### src/rtl/cpu_fsr_ctrl_if.sv
`default_nettype none
// ============================================================================
// Module   : cpu_fsr_ctrl_if
// Purpose  : Bundles the instruction handshake and the FSR/data-register
//            control signals of cpu_fsr_ctrl.
// Signals  : instr_valid / instr_ready / instruction_in  - instruction handshake
//            fsr_reg_out, stall                           - datapath inputs
//            instruction_reg_output, reg_address_mux_select,
//            load_fsr, load_ram, phase, busy, instr_done,
//            indf_fault                                   - controller outputs
// Modports : master - fetch/datapath side (drives the inputs)
//            slave  - controller side (cpu_fsr_ctrl)
// Revision : 1.0 - initial release
// ============================================================================
interface cpu_fsr_ctrl_if #(
  parameter int IR_W = 12
);
  logic            instr_valid;
  logic            instr_ready;
  logic [IR_W-1:0] instruction_in;
  logic [7:0]      fsr_reg_out;
  logic            stall;
  logic [IR_W-1:0] instruction_reg_output;
  logic            reg_address_mux_select;
  logic            load_fsr;
  logic            load_ram;
  logic [1:0]      phase;
  logic            busy;
  logic            instr_done;
  logic            indf_fault;

  modport master (
    output instr_valid, instruction_in, fsr_reg_out, stall,
    input  instr_ready, instruction_reg_output, reg_address_mux_select,
           load_fsr, load_ram, phase, busy, instr_done, indf_fault
  );

  modport slave (
    input  instr_valid, instruction_in, fsr_reg_out, stall,
    output instr_ready, instruction_reg_output, reg_address_mux_select,
           load_fsr, load_ram, phase, busy, instr_done, indf_fault
  );
endinterface
`default_nettype wire

### src/rtl/cpu_fsr_ctrl.sv
`default_nettype none
// ============================================================================
// Module   : cpu_fsr_ctrl
// Purpose  : Four-phase (Q1..Q4) sequencer for the FSR/data-register datapath
//            of a PIC10-compatible CPU. Latches one instruction per handshake,
//            decodes file-register writes, resolves direct vs indirect (INDF)
//            addressing and issues load_fsr / load_ram in Q4.
// Ports    : clk  - system clock, rising edge
//            rst  - asynchronous, active-low reset
//            bus  - cpu_fsr_ctrl_if.slave (handshake, FSR value, stall,
//                   latched IR, mux select, strobes, phase, busy, done, fault)
// Options  : CPU_FSR_CTRL_INDF_GUARD_EN - when defined, an indirect write whose
//            FSR points at INDF (address 0) is suppressed and flagged on
//            indf_fault; otherwise it writes data address 0 and indf_fault
//            stays 0.
// Revision : 1.0 - initial release
// ============================================================================
module cpu_fsr_ctrl #(
  parameter int                IR_W     = 12,
  parameter int                ADDR_W   = 5,
  parameter logic [ADDR_W-1:0] FSR_ADDR = 5'h04
) (
  input  logic          clk,
  input  logic          rst,
  cpu_fsr_ctrl_if.slave bus
);

  localparam logic [2:0] S_IDLE = 3'd0;
  localparam logic [2:0] S_Q1   = 3'd1;
  localparam logic [2:0] S_Q2   = 3'd2;
  localparam logic [2:0] S_Q3   = 3'd3;
  localparam logic [2:0] S_Q4   = 3'd4;

  logic [2:0]        state;
  logic [2:0]        state_next;
  logic [IR_W-1:0]   ir_q;
  logic              write_f_q;
  logic              indirect_q;
  logic              load_fsr_q;
  logic              load_ram_q;
  logic              done_q;
  logic              fault_q;
  logic              ready;
  logic              accept;
  logic              enter_q4;
  logic              write_f_dec;
  logic              indirect_dec;
  logic              indf_hit;
  logic [ADDR_W-1:0] ea_next;
  logic [1:0]        phase_c;
  logic              unused_fsr_bits;

  // Only the low ADDR_W bits of FSR select a file register.
  assign unused_fsr_bits = &{1'b0, bus.fsr_reg_out[7:ADDR_W]};

  // Ready only in IDLE/Q4, and forced low while reset is held.
  assign ready    = rst && ((state == S_IDLE) || (state == S_Q4));
  assign accept   = bus.instr_valid && ready;
  assign enter_q4 = (state == S_Q3) && !bus.stall;

  // Decode straight from the incoming word so it is registered with the IR.
  assign write_f_dec  = ((bus.instruction_in[11:10] == 2'b00) && bus.instruction_in[5])
                     || (bus.instruction_in[11:9] == 3'b010);
  assign indirect_dec = (bus.instruction_in[ADDR_W-1:0] == '0);

  // FSR is sampled on the Q3->Q4 edge, so the datapath may update it up to Q3.
  assign ea_next = indirect_q ? bus.fsr_reg_out[ADDR_W-1:0] : ir_q[ADDR_W-1:0];

`ifdef CPU_FSR_CTRL_INDF_GUARD_EN
  assign indf_hit = write_f_q && indirect_q && (ea_next == '0);
`else
  assign indf_hit = 1'b0;
`endif

  always_comb begin
    state_next = state;
    case (state)
      S_IDLE:  if (accept)      state_next = S_Q1;
      S_Q1:    if (!bus.stall)  state_next = S_Q2;
      S_Q2:    if (!bus.stall)  state_next = S_Q3;
      S_Q3:    if (!bus.stall)  state_next = S_Q4;
      S_Q4:    state_next = accept ? S_Q1 : S_IDLE;  // Q4 ignores stall
      default: state_next = S_IDLE;
    endcase
  end

  always_comb begin
    phase_c = 2'd0;
    case (state)
      S_Q2:    phase_c = 2'd1;
      S_Q3:    phase_c = 2'd2;
      S_Q4:    phase_c = 2'd3;
      default: phase_c = 2'd0;
    endcase
  end

  always_ff @(posedge clk or negedge rst) begin
    if (!rst) begin
      state      <= S_IDLE;
      ir_q       <= '0;
      write_f_q  <= 1'b0;
      indirect_q <= 1'b0;
      load_fsr_q <= 1'b0;
      load_ram_q <= 1'b0;
      done_q     <= 1'b0;
      fault_q    <= 1'b0;
    end else begin
      state      <= state_next;
      load_fsr_q <= 1'b0;
      load_ram_q <= 1'b0;
      done_q     <= 1'b0;
      fault_q    <= 1'b0;

      if (accept) begin
        ir_q       <= bus.instruction_in;
        write_f_q  <= write_f_dec;
        indirect_q <= indirect_dec;
      end else if (state == S_Q4) begin
        // Returning to IDLE: the mux select must read 0 there.
        indirect_q <= 1'b0;
      end

      // Strobes are registered so they are exactly the Q4 cycle.
      if (enter_q4) begin
        done_q     <= 1'b1;
        fault_q    <= indf_hit;
        load_fsr_q <= write_f_q && !indf_hit && (ea_next == FSR_ADDR);
        load_ram_q <= write_f_q && !indf_hit && (ea_next != FSR_ADDR);
      end
    end
  end

  assign bus.instr_ready            = ready;
  assign bus.instruction_reg_output = ir_q;
  assign bus.reg_address_mux_select = indirect_q;
  assign bus.load_fsr               = load_fsr_q;
  assign bus.load_ram               = load_ram_q;
  assign bus.phase                  = phase_c;
  assign bus.busy                   = (state != S_IDLE);
  assign bus.instr_done             = done_q;
  assign bus.indf_fault             = fault_q;

endmodule
`default_nettype wire

### src/flat_wrapper.sv
// flat-port wrapper written by rule: the top's interface ports become plain ports
module cpu_fsr_ctrl_flat 
#(
  parameter int                IR_W     = 12,
  parameter int                ADDR_W   = 5,
  parameter logic [ADDR_W-1:0] FSR_ADDR = 5'h04
)
  (clk, rst, bus_instr_valid, bus_instruction_in, bus_fsr_reg_out, bus_stall, bus_instr_ready, bus_instruction_reg_output, bus_reg_address_mux_select, bus_load_fsr, bus_load_ram, bus_phase, bus_busy, bus_instr_done, bus_indf_fault);
  cpu_fsr_ctrl_if #(.IR_W(IR_W)) bus_i ();
  input  logic clk;
  input  logic rst;
  input wire logic [$bits(bus_i.instr_valid)-1:0] bus_instr_valid;
  input wire logic [$bits(bus_i.instruction_in)-1:0] bus_instruction_in;
  input wire logic [$bits(bus_i.fsr_reg_out)-1:0] bus_fsr_reg_out;
  input wire logic [$bits(bus_i.stall)-1:0] bus_stall;
  output wire logic [$bits(bus_i.instr_ready)-1:0] bus_instr_ready;
  output wire logic [$bits(bus_i.instruction_reg_output)-1:0] bus_instruction_reg_output;
  output wire logic [$bits(bus_i.reg_address_mux_select)-1:0] bus_reg_address_mux_select;
  output wire logic [$bits(bus_i.load_fsr)-1:0] bus_load_fsr;
  output wire logic [$bits(bus_i.load_ram)-1:0] bus_load_ram;
  output wire logic [$bits(bus_i.phase)-1:0] bus_phase;
  output wire logic [$bits(bus_i.busy)-1:0] bus_busy;
  output wire logic [$bits(bus_i.instr_done)-1:0] bus_instr_done;
  output wire logic [$bits(bus_i.indf_fault)-1:0] bus_indf_fault;
  assign bus_i.instr_valid = bus_instr_valid;
  assign bus_i.instruction_in = bus_instruction_in;
  assign bus_i.fsr_reg_out = bus_fsr_reg_out;
  assign bus_i.stall = bus_stall;
  assign bus_instr_ready = bus_i.instr_ready;
  assign bus_instruction_reg_output = bus_i.instruction_reg_output;
  assign bus_reg_address_mux_select = bus_i.reg_address_mux_select;
  assign bus_load_fsr = bus_i.load_fsr;
  assign bus_load_ram = bus_i.load_ram;
  assign bus_phase = bus_i.phase;
  assign bus_busy = bus_i.busy;
  assign bus_instr_done = bus_i.instr_done;
  assign bus_indf_fault = bus_i.indf_fault;
  cpu_fsr_ctrl #(.IR_W(IR_W), .ADDR_W(ADDR_W), .FSR_ADDR(FSR_ADDR)) u_core (.clk(clk), .rst(rst), .bus(bus_i));
endmodule
### config.mk
export PLATFORM = sky130hd
export DESIGN_NAME = cpu_fsr_ctrl_flat
export DESIGN_NICKNAME = d
export VERILOG_FILES = /design/src/rtl/cpu_fsr_ctrl_if.sv /design/src/rtl/cpu_fsr_ctrl.sv /design/src/flat_wrapper.sv
export SDC_FILE = /design/constraint.sdc
export NUM_CORES = 1
export LEC_CHECK = 0
export ABC_AREA = 1
export CAP_MARGIN = 20
export CELL_PAD_IN_SITES_DETAIL_PLACEMENT = 1
export CELL_PAD_IN_SITES_GLOBAL_PLACEMENT = 1
export CORE_UTILIZATION = 35
export DETAILED_ROUTE_END_ITERATION = 8
export DONT_BUFFER_PORTS = 1
export PLACE_DENSITY_LB_ADDON = 0.1
export SYNTH_ARGS = -nofsm -noshare
export SYNTH_HDL_FRONTEND = slang
export SYNTH_SLANG_ARGS = --single-unit
### constraint.sdc
create_clock -name clk -period 1.37 [get_ports clk]
set_input_delay 0.274 -clock clk [delete_from_list [all_inputs] [get_ports clk]]
set_output_delay 0.274 -clock clk [all_outputs]
set_load 0.02 [all_outputs]
* After elaboration in Yosys (flattened, before gate mapping)
Cells that the tools add are included.
** Cells by class
- Equality and inequality tests :: 11
- Mux-type cells :: 13
- Reduce and logical (&&, ||, !) cells :: 15
** Operator list (number)
- case mux 3 bit (5 select lines) :: 1
- two-way mux 3 bit :: 4
- equality test 3 x 2 -> 1 bit, second input constant :: 3
- logical AND 1 bit :: 6
- two-way mux 1 bit :: 6
- != test 2 bit, second input constant :: 3
- case mux 2 bit (3 select lines) :: 1
- equality test 5 x 3 -> 1 bit, second input constant :: 1
- logical NOT 5 bit :: 1
- two-way mux 5 bit :: 1
- != test 5 x 3 -> 1 bit, second input constant :: 1
- AND reduction 4 bit :: 1
- equality test 3 x 1 -> 1 bit, second input constant :: 1
- equality test 3 bit, second input constant :: 1
- logical NOT 3 bit :: 1
- nonzero test 3 bit :: 1
- logical NOT 2 bit :: 1
- logical OR 1 bit :: 2
- != test 2 x 1 -> 1 bit, second input constant :: 1
- nonzero test 2 bit :: 1
- logical NOT 1 bit :: 1
** Word-level totals
- Bits in registers :: 20
- Input port bits :: 24
- Output and inout bits :: 21
- Word-level logic and storage cells :: 46

* Depth between registers and ports, before layout
Gate-level depths: netlist (run 1).
- Word-level depth :: 6
- Mapped depth :: 7
- Gate-level depth less buffers :: 7

* Worst setup path before layout (run 1)
OpenSTA, ideal clock, no wires.
- Kind :: reg2out
- Start point :: register u_core.state[0]
- End point :: output bus_instr_ready
- Arrival time :: 0.868 ns
- Data required time :: 1.096 ns
- Slack :: 0.228 ns
- Stages on the path, launching flop included :: 4
- Path buffers :: 0
- Cells stage by stage :: dfrtp_1 -> inv_1 -> nand2_1 -> nor2_1
** Between the ends
- Cells in the longest elaborated chain, start to end :: 3
- Elaborated cells between the ends (all ways) :: 4
- Those cells by class :: 1 x eq/ne; 3 x reduce/logical
** Ends and longest elaborated chain
- start, declared :: line cpu_fsr_ctrl.sv:34 : logic [2:0] state;
- start signal, assigned :: line cpu_fsr_ctrl.sv:108 : state <= state_next;
- equality test 3 bit / logical NOT 3 bit (equally long branches) :: line cpu_fsr_ctrl.sv:57 : assign ready = rst && ((state == S_IDLE) || (state == S_Q4));
- logical OR 1 bit * :: line cpu_fsr_ctrl.sv:57
- logical AND 1 bit * :: line cpu_fsr_ctrl.sv:57
- end, declared :: line flat_wrapper.sv:16 : output wire logic [$bits(bus_i.instr_ready)-1:0] bus_instr_ready;
Every way passes the cells marked *; elsewhere a longest branch is shown, timed or not.

* Final worst setup path (run 1)
Same ends and word-level chain as after synthesis.

==> results by stage, run 1 <==
Setup path:
- At the worst endpoint, the arrival time is 1.15 ns.
- The kind of capture point of the worst setup path is a primary output.
- The slowest stage of the critical path belongs to the cell dfrtp_2.
- The worst setup path is of the reg2out kind.
- The critical path data required time is 1.10 ns.
- The critical path goes through inv_4, nand2_4, nor2_1, buf_4.
- Of all nets on the critical path, the largest fanout is 4.
- The longest individual stage delay on the worst path is 0.47 ns.
- STA classifies the critical path startpoint as a register.

Drt:
- The iteration count of the initial detailed-routing pass is 4.
- After detailed routing, the average wire length per cell comes to 14.3 µm.
- The antenna violation net count after detailed routing is 0.
- In the routed layout, each cell is associated on average with a via count of 4.77.
- The wire length after detailed routing is 2240 µm.
- The DRC violation count after routing is 0.
- The total via count in the routed design is 749.
- The number of violations reported at the end of detailed-routing iteration 0 is 8.

Synth:
- When the netlist entered floorplanning its net count stood at 137.
- The number of warning messages in the yosys log is 0.
- The netlist uses 16 different library cells.
- The top cell type by area accounts for 55.4% of the synthesized area.
- Synthesis produced 113 cells.
- The number of flip-flops and latches in the synthesized netlist is 20.
- Summing every instance area after synthesis gives 903 µm².
- Of all cell types, the one taking the most synthesized area is dfrtp_1.
- By area the synthesized netlist is led by dfrtp_1 (55%), nand2_1 (17%), inv_1 (6.2%).
- The average footprint of a synthesized cell is 7.99 µm².
- The sequential area share after synthesis is 55.4%.

Power and ir drop:
- The completed layout was analyzed and its total power is 2.58 mW.
- The clock network fraction of total power is 13.2%.
- Combinational logic is responsible for 38.9% of the overall power.
- The static power due to leakage is 0.603 nW.
- The share of total power in sequential cells is 47.9%.
- In this run switching power makes up 45.7% of total power.
- For this design the total switching power over the nets is 1.18 mW.
- The internal portion of the total power is 1.40 mW.
- The total power per unit cell area is 2290 nW/µm².
- The largest voltage drop on the vdd net is 0.00122 V.

Final layout:
- Of the cells placed in the final design, the portion with a size suffix greater than 1 is 26.0%.
- Leaving out fill and tap cells, the most frequent cells in the layout are nand2_1 (37), dfrtp_1 (18), inv_1 (11), buf_4 (11), nor2_1 (8).
- The number of antenna diodes is 0.
- The net count of the finished layout is 152.
- From synthesis to final layout, the design area changed by 24.8%.
- Leaving out filler cells and counting taps, the final layout contains 157.
- The most frequent standard cell in the layout excluding fill and tap cells is nand2_1.

Timing:
- In the post-route analysis, the smallest setup slack over all paths is -0.0575 ns.
- The count of final max-slew check failures is 0.
- Setup violations remaining at the end of the flow were counted as 3.
- Dividing the final minimum period by the clock period gives 104%.
- Summed over all failing endpoints, the final setup total negative slack is -0.135 ns.
- The number of hold violations in the final report is 0.
- The pin slew with the least headroom to its limit is 0.890 ns.
- Setup repair after global routing could not meet its margin everywhere.
- The worst relative slew slack is 40.5%.
- The final clock skew is 0.000882 ns.
- The clock period minus final worst setup slack is 1.43 ns.
- Static timing analysis puts the maximum clock frequency at 0.701 GHz.

Global route:
- The maximum number of pins on one net before global-route repair is 21.
- The first-pass GRT wire length is 3510 µm.
- The number of global-route vias before repair is 816.
- The overflow left after global routing is 0.
- The total global-route track usage is 17.9%.
- The initial antenna violation count was 0.

Clock tree:
- Clock-pin slew was measured on the worst setup and hold paths at 0.11 ns.
- The maximum buffer depth of the clock tree is 2.
- The depth of the CTS H-tree is 1.
- For the worst-skew pair, the clock arrives at the later sink with an insertion delay of 0.30 ns.
- The clock tree root buffer cell is clkbuf_4.
- The clock tree from TritonCTS is built.
- In this run, CTS created clock tree buffers numbering 3.
- The number of clock sinks is 20.

Job:
- Max-cap violations in this run came to 0.

Floorplanning:
- The die covers 2790 µm².
- In this run the horizontal extent of the chip is 52.8 µm.
- The initial cell density of the core is 36.8%.
- The floorplan step defined a core boundary enclosing 2450 µm².
- The floorplan has 18 rows.
- During I/O placement, the number of pins put on the boundary was 45.
- The die boundary height is 52.8 µm.

Placed design:
- Before CTS, the worst setup slack after placement is 0.162 ns.
- The number of buffer cells added on primary ports is 0.
- Counting tap cells, the placed design contains a total of 143 instances.
- The final weighted congestion in routability-driven placement is 0.675.
- The HPWL reported at the end of detailed placement is 1540 µm.

Outcome:
- The run finished, with violations left.
- The final reports fail on negative setup slack.

Min path:
- The type of the tightest min-delay check is in2reg.
## sequential cells by signal, summed over array words and instances, names as in the netlist
| name | cells |
|---|---|
| u_core.bus.load_ram | 1 |
| u_core.state | 3 |
| u_core.bus.reg_address_mux_select | 1 |
| u_core.bus.instr_done | 1 |
| u_core.write_f_q | 1 |
| u_core.bus.instruction_reg_output | 12 |
| u_core.bus.load_fsr | 1 |
## synthesized netlist by cell type (all sizes together)
cell type	instances
nand3	7
o21ai	8
conb	1
nand4	4
buf	3
inv	16
dfrtp	20
nor2	11
a21oi	2
nand2	41
## final timing paths
path | from | endpoint | slack (ns) | depth (start not counted)
setup / recovery | u_core.state[0] | bus_instr_ready | -0.06 | 4
setup reg to reg | u_core.state[1] | u_core.bus.instruction_reg_output[11] | 0.10 | 6
hold / removal | bus_stall | u_core.bus.instr_done | 0.03 | 1
min in group asynchronous | rst | u_core.bus.load_fsr | 0.53 | 1
hold reg to reg | u_core.write_f_q | u_core.write_f_q | 0.52 | 2
max in group asynchronous | rst | u_core.state[0] | 0.24 | 1
## power groups by stage
stage	clock [mW]	sequential, mW	combinational [mW]
after global routing	0.381	1.27	1.12
after CTS	0.357	1.22	0.906
after global placement	0	1.23	0.614
final	0.340	1.24	1.00
after detailed placement	0	1.24	0.647
after floorplan	0	1.18	0.530
## metal layers
layer / track usage (%) / vias up / wire (µm)
met5: 0 / - / 0
met4: 6.58 / 0 / 30
met3: 6.09 / 5 / 153
met2: 30.8 / 28 / 1130
met1: 20.3 / 342 / 926
li1: - / 374 / -
## cell families after synthesis
kind of cell | Yosys count | synth area share [%]
AOI/OAI and AO/OA | 10 | 5.54
buffers and inverters | 19 | 9.28
DFF | 20 | 55.4
other | 1 | 0.415
and+or+nand+nor | 63 | 29.4
## timing repair
action | CTS | global route
gates cloned | 0 | 0
setup endpoints to repair | 4 | 19
hold buffers | 1 | 0
gates resized for setup | 15 | 8
buffers inserted | 7 | 2
pin swaps | 2 | 2
hold endpoints to repair | 20 | 0
## final cells by class
cell class	instances	area, µm²
fill	320	1330
sequential	20	503
multi-input combinational	74	382
timing repair buffer	13	104
inverter	16	65.1
tap	30	37.5
clock buffer	4	36.3
## stage by stage
stage                     instance area [µm²]  utilization (%)  hold slack, ns
after floorplan                           903                -         -0.0216
after global placement                    940             38.3         -0.0211
after detailed placement                  940             38.3         -0.0211
after CTS                                1080             44.0          0.0129
after global routing                     1130             45.9         0.00671
final                                    1130             45.9          0.0253
## critical path, delay by kind of cell (launching register included)
kind / cells / cell delay, ns
buf+inv: 2 / 0.23
flops: 1 / 0.47
simple gates: 2 / 0.14
Power figures use the tool's default switching activity.
==> run 2: changes to the inputs <==
ABC_CLOCK_PERIOD_IN_PS = 1370   (was unset)
PLACE_DENSITY = 0.66   (was unset)
PLACE_DENSITY_LB_ADDON = unset   (was 0.1)
==> run 2 against run 1 <==
The run still ends with negative setup slack left. Sequential share of layout area grew 0.60 points. Combinational power shrank 4%. Via count grew 4.7%. Sequential power is essentially flat. Cell count shrank 1.9%. Flip-flop and latch count is the same. Hold slack gained 0.038 ns. Utilization shrank 0.61 points. Register-to-register slack lost 0.12 ns. Final area shrank 1.3%. Global-route usage grew 0.30 points. Wire length grew 4.0%. Critical path type unchanged. Critical endpoint unchanged.
==> results by stage, run 2 (synthesized netlist as in run 1, its figures left out) <==
Floorplanning:
- The floorplan core area is 2450 µm² (unchanged).
- The die boundary height is 52.8 µm (unchanged).
- The total die area is 2790 µm² (unchanged).
- The horizontal die dimension was 52.8 µm (unchanged).
- The total I/O pin count is 45 (unchanged).
- The cell row count is 18 (unchanged).
- The initial cell density of the core came to 36.8% (unchanged).

Placed design:
- The placement-stage worst setup slack came to 0.0831 ns (was 0.162 ns).
- The number of buffer cells added on primary ports is 0 (unchanged).
- The cell count after placement came to 143 (unchanged).
- The final weighted congestion in routability-driven placement is 0.798 (was 0.675).
- The HPWL reported at the end of detailed placement is 1500 µm (was 1540 µm).

Final layout:
- The fraction of final layout cells with drive strength greater than 1 is 24.2% (was 26.0%).
- Most used cells in the layout excluding fill and tap cells: nand2_1 (37), dfrtp_1 (18), inv_1 (11) (was nand2_1 (37), dfrtp_1 (18), inv_1 (11), buf_4 (11), nor2_1 (8)).
- The net total in the final layout was 149 (was 152).
- The utilization after layout is 45.3% (was 45.9%).
- The most frequent standard cell in the layout excluding fill and tap cells is nand2_1 (unchanged).
- The non-filler instance count after layout is 154 (was 157).
- The number of antenna diodes is 0 (unchanged).
- The number of flip-flops in the largest register is 12 (unchanged).
- The signed area change from the synthesized netlist to the final layout is 23.1% (was 24.8%).

Timing:
- The final count of negative-setup-slack endpoints is 5 (was 3).
- The fmax was 0.690 GHz (was 0.701 GHz).
- The worst relative slew slack came to 39.8% (was 40.5%).
- The pin slew with the least headroom to its limit is 0.900 ns (was 0.890 ns).
- The number of hold violations in the final report is 0 (unchanged).
- The clock period minus final worst setup slack is 1.45 ns (was 1.43 ns).
- The fraction of the cycle the final worst path needs came to 106% (was 104%).
- The summed negative setup slack over all endpoints is -0.246 ns (was -0.135 ns).
- Unrepaired setup endpoints after global routing: yes (unchanged).
- The count of final max-slew check failures is 0 (unchanged).
- The final worst-path setup slack was -0.0789 ns (was -0.0575 ns).
- The final clock skew is 0.0112 ns (was 0.000882 ns).

Drt:
- The routed length per instance is 15.1 µm (was 14.3 µm).
- The length of routed met3 wiring is 139 µm (was 153 µm).
- The iteration count of the initial detailed-routing pass is 4 (unchanged).
- The wire length after detailed routing is 2330 µm (was 2240 µm).
- The routed length on met1 was 1010 µm (was 926 µm).
- The wire length on met2 was 1160 µm (was 1130 µm).
- The total via count in the routed design is 784 (was 749).
- The number of violations reported at the end of detailed-routing iteration 0 is 16 (was 8).
- The highest metal layer with signal wires is met4 (unchanged).
- The antenna violation net count after detailed routing is 0 (unchanged).
- The number of vias per cell is 5.09 (was 4.77).
- The DRC violation count after routing is 0 (unchanged).

Setup path:
- The cell class contributing the biggest share of worst-path delay is flip-flops (unchanged).
- Critical-path cell list: inv_4, nand2_4, nor2_4, buf_6 (was inv_4, nand2_4, nor2_1, buf_4).
- The number of buffers and inverters on the critical path came to 2 (unchanged).
- The slack of the worst reg-to-reg path is -0.02 ns (was 0.10 ns).
- The arrival time reported for the critical path endpoint is 1.17 ns (was 1.15 ns).
- The depth of the worst register-to-register path was 6 (unchanged).
- The kind of critical path is reg2out (unchanged).
- The slowest cell on the critical path was dfrtp_2 (unchanged).
- The kind of capture point of the worst setup path is a primary output (unchanged).
- The maximum net fanout on the critical path came to 4 (unchanged).
- The launching point of the worst reg2reg path is u_core.state[0] (was u_core.state[1]).
- The critical path data required time was 1.10 ns (about the same).
- The longest individual stage delay on the worst path is 0.48 ns (was 0.47 ns).
- The cell count along the critical path was 4 (unchanged).
- The sort of element at the start of the critical path is a register (unchanged).
- The reg-to-reg endpoint was u_core.state[0] (was u_core.bus.instruction_reg_output[11]).

Job:
- The number of max-cap violations is 0 (unchanged).

Global route:
- The maximum number of pins on one net before global-route repair is 21 (unchanged).
- The overflow left after global routing is 0 (unchanged).
- The initial antenna violation count is 0 (unchanged).
- The first-pass GRT wire length is 3530 µm (was 3510 µm).
- The total global-route track usage is 18.2% (was 17.9%).
- The number of global-route vias before repair is 775 (was 816).

Min path:
- The worst hold path endpoint is u_core.bus.instruction_reg_output[7] (was u_core.bus.instr_done).
- The type of the tightest min-delay check is in2reg (unchanged).
- The hold path startpoint is bus_instruction_in[7] (was bus_stall).
- The number of stages on the worst hold path came to 2 (was 1).

Clock tree:
- The clock transition at the register clock pins on the worst setup and hold paths after CTS came to 0.13 ns (was 0.11 ns).
- The maximum buffer depth of the clock tree is 2 (unchanged).
- The number of clock sinks came to 20 (unchanged).
- The TritonCTS buffer count is 3 (unchanged).
- The clock tree from TritonCTS is built (unchanged).
- The depth of the CTS H-tree is 1 (unchanged).
- The insertion delay of the later-clocked pin in the worst-skew pair is 0.31 ns (was 0.30 ns).
- The clock tree root buffer cell was clkbuf_4 (unchanged).

Outcome:
- Violations in the final reports: negative setup slack (unchanged).
- Outcome: finished, violations left (unchanged).

Power and ir drop:
- The largest voltage drop on the vdd net is 0.00101 V (was 0.00122 V).
- The static power due to leakage is 0.588 nW (was 0.603 nW).
- The total power after layout is 2.57 mW (was 2.58 mW).
- The total power per unit cell area is 2310 nW/µm² (was 2290 nW/µm²).
[run 2: changes by cell type in the layout (fill, tap and decap cells not counted)]
cell           before  now
buf_4              11    7
nor2_2              2    1
dlygate4sd3_1       1    2
nand3_2             1    2
nor2_1              8    7
nand3_4             2    1
nor2_4              1    3
[run 2: how the worst max path moves through the flow]
stage	from	slack, ns	endpoint
after floorplan	u_core.state[0]	0.23	bus_instr_ready
after global placement	u_core.state[0]	0.10	u_core.bus.instruction_reg_output[4]
after detailed placement	u_core.state[0]	0.08	u_core.bus.instruction_reg_output[3]
after CTS	u_core.state[0]	-0.08	bus_instr_ready
after global routing	u_core.state[1]	-0.14	bus_instr_ready
final	u_core.state[0]	-0.08	bus_instr_ready
[run 2: area by class of cell]
class / instances / area, µm²
flip-flops and latches: 20 / 503
well taps: 30 / 37.5
multi-input cells: 74 / 387
repair buffers: 10 / 83.8
fillers: 306 / 1340
inverters: 16 / 65.1
clock buffers: 4 / 36.3
[run 2: where the power goes]
group          switching (mW)  internal, mW  total, mW
logic                   0.590         0.373      0.963
clock network           0.196         0.162      0.358
registers               0.432         0.816       1.25
total                    1.22          1.35       2.57
[run 2: routing by layer]
metal  track usage, %  vias to the layer above
met2             30.2                       32
met4             10.1                        0
met1             21.7                      376
met3             3.77                        4
li1                 -                      372
met5                0                        -
[run 2: timing repair]
action / in CTS / in global routing
endpoints found under the setup margin: 4 / 13
hold endpoints to repair: 20 / 2
gates resized for setup: 18 / 7
setup buffers: 4 / 1
pin swaps: 2 / 2
hold buffers: 1 / 1
[run 2: metrics by stage]
step / area, µm² / hold WS [ns]
after detailed placement: 940 / -0.0211
after global routing: 1110 / 0.0604
after CTS: 1070 / 0.00954
final: 1110 / 0.0636
after floorplan: 903 / -0.0216
after global placement: 940 / -0.0211
==> run 3: changes to the inputs <==
==> constraint.sdc (replaced) <==
create_clock -name clk -period 1.37 [get_ports clk]
set_input_delay 0.2055 -clock clk [delete_from_list [all_inputs] [get_ports clk]]
set_output_delay 0.2055 -clock clk [all_outputs]
set_load 0.02 [all_outputs]
==> run 3 against run 2 <==
The flow still finishes with violations (negative setup slack). Clock power increased by 36%. Register-to-register slack improved by 0.11 ns. Die area unchanged. Wire length decreased by 3.4%. First-iteration DRC count decreased by 38%. Clock-buffer cell count decreased by 1. Largest cell class unchanged. Largest power group unchanged.
==> results by stage, run 3 (synthesized netlist as in run 1, its figures left out) <==
Global route:
- The initial antenna violation count is 0 (unchanged).
- The number of global-route vias before repair is 746 (was 775).
- The overflow left after global routing is 0 (unchanged).
- The maximum number of pins on one net before global-route repair is 21 (unchanged).
- The total global-route track usage is 17.3% (was 18.2%).
- The first-pass GRT wire length is 3460 µm (was 3530 µm).

Min path:
- The worst hold path endpoint is u_core.bus.instruction_reg_output[9] (was u_core.bus.instruction_reg_output[7]).
- The number of stages on the worst hold path is 2 (unchanged).
- The type of the tightest min-delay check is in2reg (unchanged).
- The hold path startpoint is bus_instruction_in[9] (was bus_instruction_in[7]).

Floorplanning:
- The total die area is 2790 µm² (unchanged).
- The floorplan core area is 2450 µm² (unchanged).
- The cell row count is 18 (unchanged).
- The horizontal die dimension came to 52.8 µm (unchanged).
- The initial cell density of the core is 36.8% (unchanged).
- The total I/O pin count is 45 (unchanged).
- The die boundary height was 52.8 µm (unchanged).

Outcome:
- Outcome: finished, violations left (unchanged).
- Violations in the final reports: negative setup slack (unchanged).

Power and ir drop:
- The cell internal power dissipation is 1.51 mW (was 1.35 mW).
- The largest voltage drop on the vdd net came to 0.000956 V (was 0.00101 V).
- The switching power share of the total is 43.9% (was 47.4%).
- The net switching power of the design was 1.18 mW (was 1.22 mW).
- The total power after layout is 2.69 mW (was 2.57 mW).
- The share of total power in sequential cells is 45.2% (was 48.6%).
- The combinational power share came to 36.7% (was 37.5%).
- The static power due to leakage is 0.613 nW (was 0.588 nW).
- The clock network fraction of total power is 18.1% (was 13.9%).
- The total power per unit cell area is 2290 nW/µm² (was 2310 nW/µm²).

Drt:
- The antenna violation net count after detailed routing is 0 (unchanged).
- The number of violations reported at the end of detailed-routing iteration 0 is 10 (was 16).
- The iteration count of the initial detailed-routing pass is 4 (unchanged).
- The DRC violation count after routing is 0 (unchanged).
- The total via count in the routed design is 791 (was 784).
- The number of vias per cell is 4.94 (was 5.09).
- The routed length per instance is 14.1 µm (was 15.1 µm).
- The wire length after detailed routing is 2250 µm (was 2330 µm).

Setup path:
- The kind of critical path is reg2out (unchanged).
- The maximum net fanout on the critical path is 4 (unchanged).
- The critical path data required time is 1.16 ns (was 1.10 ns).
- The slack of the worst reg-to-reg path came to 0.09 ns (was -0.02 ns).
- The arrival time reported for the critical path endpoint came to 1.19 ns (was 1.17 ns).
- The depth of the worst register-to-register path was 6 (unchanged).
- The launching point of the worst reg2reg path is u_core.state[1] (was u_core.state[0]).
- The reg-to-reg endpoint is u_core.bus.reg_address_mux_select (was u_core.state[0]).
- The sort of element at the start of the critical path is a register (unchanged).
- The kind of capture point of the worst setup path is a primary output (unchanged).

Timing:
- The fraction of the cycle the final worst path needs is 102% (was 106%).
- The final worst-path setup slack is -0.0235 ns (was -0.0789 ns).
- The final clock skew was 0.00797 ns (was 0.0112 ns).
- The number of hold violations in the final report is 0 (unchanged).
- Unrepaired setup endpoints after global routing: yes (unchanged).
- The fmax is 0.718 GHz (was 0.690 GHz).
- The final count of negative-setup-slack endpoints was 2 (was 5).
- The minimum hold slack was 0.0119 ns (was 0.0636 ns).
- The worst relative slew slack came to 37.7% (was 39.8%).
- The pin slew with the least headroom to its limit is 0.932 ns (was 0.900 ns).
- The count of final max-slew check failures came to 0 (unchanged).
- The clock period minus final worst setup slack is 1.39 ns (was 1.45 ns).

Final layout:
- Most used cells in the layout excluding fill and tap cells: nand2_1 (37), dfrtp_1 (20), inv_1 (12) (was nand2_1 (37), dfrtp_1 (18), inv_1 (11)).
- The number of antenna diodes is 0 (unchanged).
- The net total in the final layout is 155 (was 149).
- The number of flip-flops in the largest register is 12 (unchanged).
- The non-filler instance count after layout was 160 (was 154).
- The fraction of final layout cells with drive strength greater than 1 is 23.1% (was 24.2%).
- The signed area change from the synthesized netlist to the final layout is 29.9% (was 23.1%).
- The cell area after layout is 1170 µm² (was 1110 µm²).
- The most frequent standard cell in the layout excluding fill and tap cells is nand2_1 (unchanged).

Clock tree:
- The TritonCTS buffer count is 3 (unchanged).
- The insertion delay of the later-clocked pin in the worst-skew pair is 0.30 ns (was 0.31 ns).
- The depth of the CTS H-tree is 1 (unchanged).
- The clock tree from TritonCTS was built (unchanged).
- The maximum buffer depth of the clock tree is 2 (unchanged).
- The number of clock sinks is 20 (unchanged).
- The clock tree root buffer cell is clkbuf_4 (unchanged).
- The clock transition at the register clock pins on the worst setup and hold paths after CTS was 0.13 ns (about the same).

Placed design:
- The number of buffer cells added on primary ports is 0 (unchanged).
- The HPWL reported at the end of detailed placement is 1510 µm (was 1500 µm).
- The final weighted congestion in routability-driven placement is 0.794 (was 0.798).
- The cell count after placement is 143 (unchanged).
- The instance area after placement is 940 µm² (unchanged).
- The placement-stage worst setup slack is 0.0947 ns (was 0.0831 ns).

Job:
- The number of max-cap violations was 0 (unchanged).
run 3: layout make-up:
class / count / area [µm²]
tap: 30 / 37.5
sequential: 20 / 500
clock inverter: 1 / 30.0
multi-input combinational: 74 / 384
fill: 294 / 1280
clock buffer: 3 / 22.5
inverter: 16 / 62.6
timing repair buffer: 16 / 136
run 3: metrics by stage:
| step | TNS (ns) | util, % |
|---|---|---|
| 2_1_floorplan | 0 | - |
| 3_3_place_gp | 0 | 38.3 |
| 3_5_place_dp | 0 | 38.3 |
| 4_1_cts | -0.00369 | 46.4 |
| 5_1_grt | -0.246 | 47.8 |
| 6_report | -0.0446 | 47.8 |
run 3: what timing repair did:
action                                  4_1_cts  5_1_grt
setup buffers                                 6        2
gates resized for setup                      16        4
hold buffers                                  5        0
pin swaps                                     4        2
endpoints found under the setup margin        4       16
hold endpoints to repair                     25        0
run 3: power groups by stage:
stage | logic [mW] | clock network, mW | registers, mW
floorplan | 0.530 | 0 | 1.18
detailed placement | 0.646 | 0 | 1.23
finish | 0.989 | 0.487 | 1.22
CTS | 0.917 | 0.506 | 1.22
global route | 1.11 | 0.529 | 1.25
global placement | 0.613 | 0 | 1.23
run 3: routing by layer:
| layer | track usage (%) | share of wire, % | routed length, µm |
|---|---|---|---|
| met5 | 0 | 0 | 0 |
| met4 | 4.39 | 0.44 | 10 |
| met3 | 3.77 | 7.1 | 161 |
| met2 | 26.4 | 47 | 1060 |
| met1 | 24.6 | 45 | 1020 |
run 3: worst max-delay path by stage:
stage / startpoint / endpoint / slack [ns] / depth (start not counted)
after floorplan: u_core.state[0] / bus_instr_ready / 0.30 / 3
after global placement: u_core.state[0] / u_core.bus.instruction_reg_output[4] / 0.10 / 5
after detailed placement: u_core.state[0] / u_core.bus.instruction_reg_output[4] / 0.09 / 5
after CTS: u_core.state[1] / bus_phase[1] / -0.004 / 3
after global routing: u_core.state[1] / bus_phase[0] / -0.09 / 3
final: u_core.state[1] / bus_phase[0] / -0.02 / 3
run 3: critical path: stages, from the launching register on:
cell and delay [ns]:
dfrtp_1 0.44, nor2_2 0.21, nand2_2 0.13, nand2_4 0.11
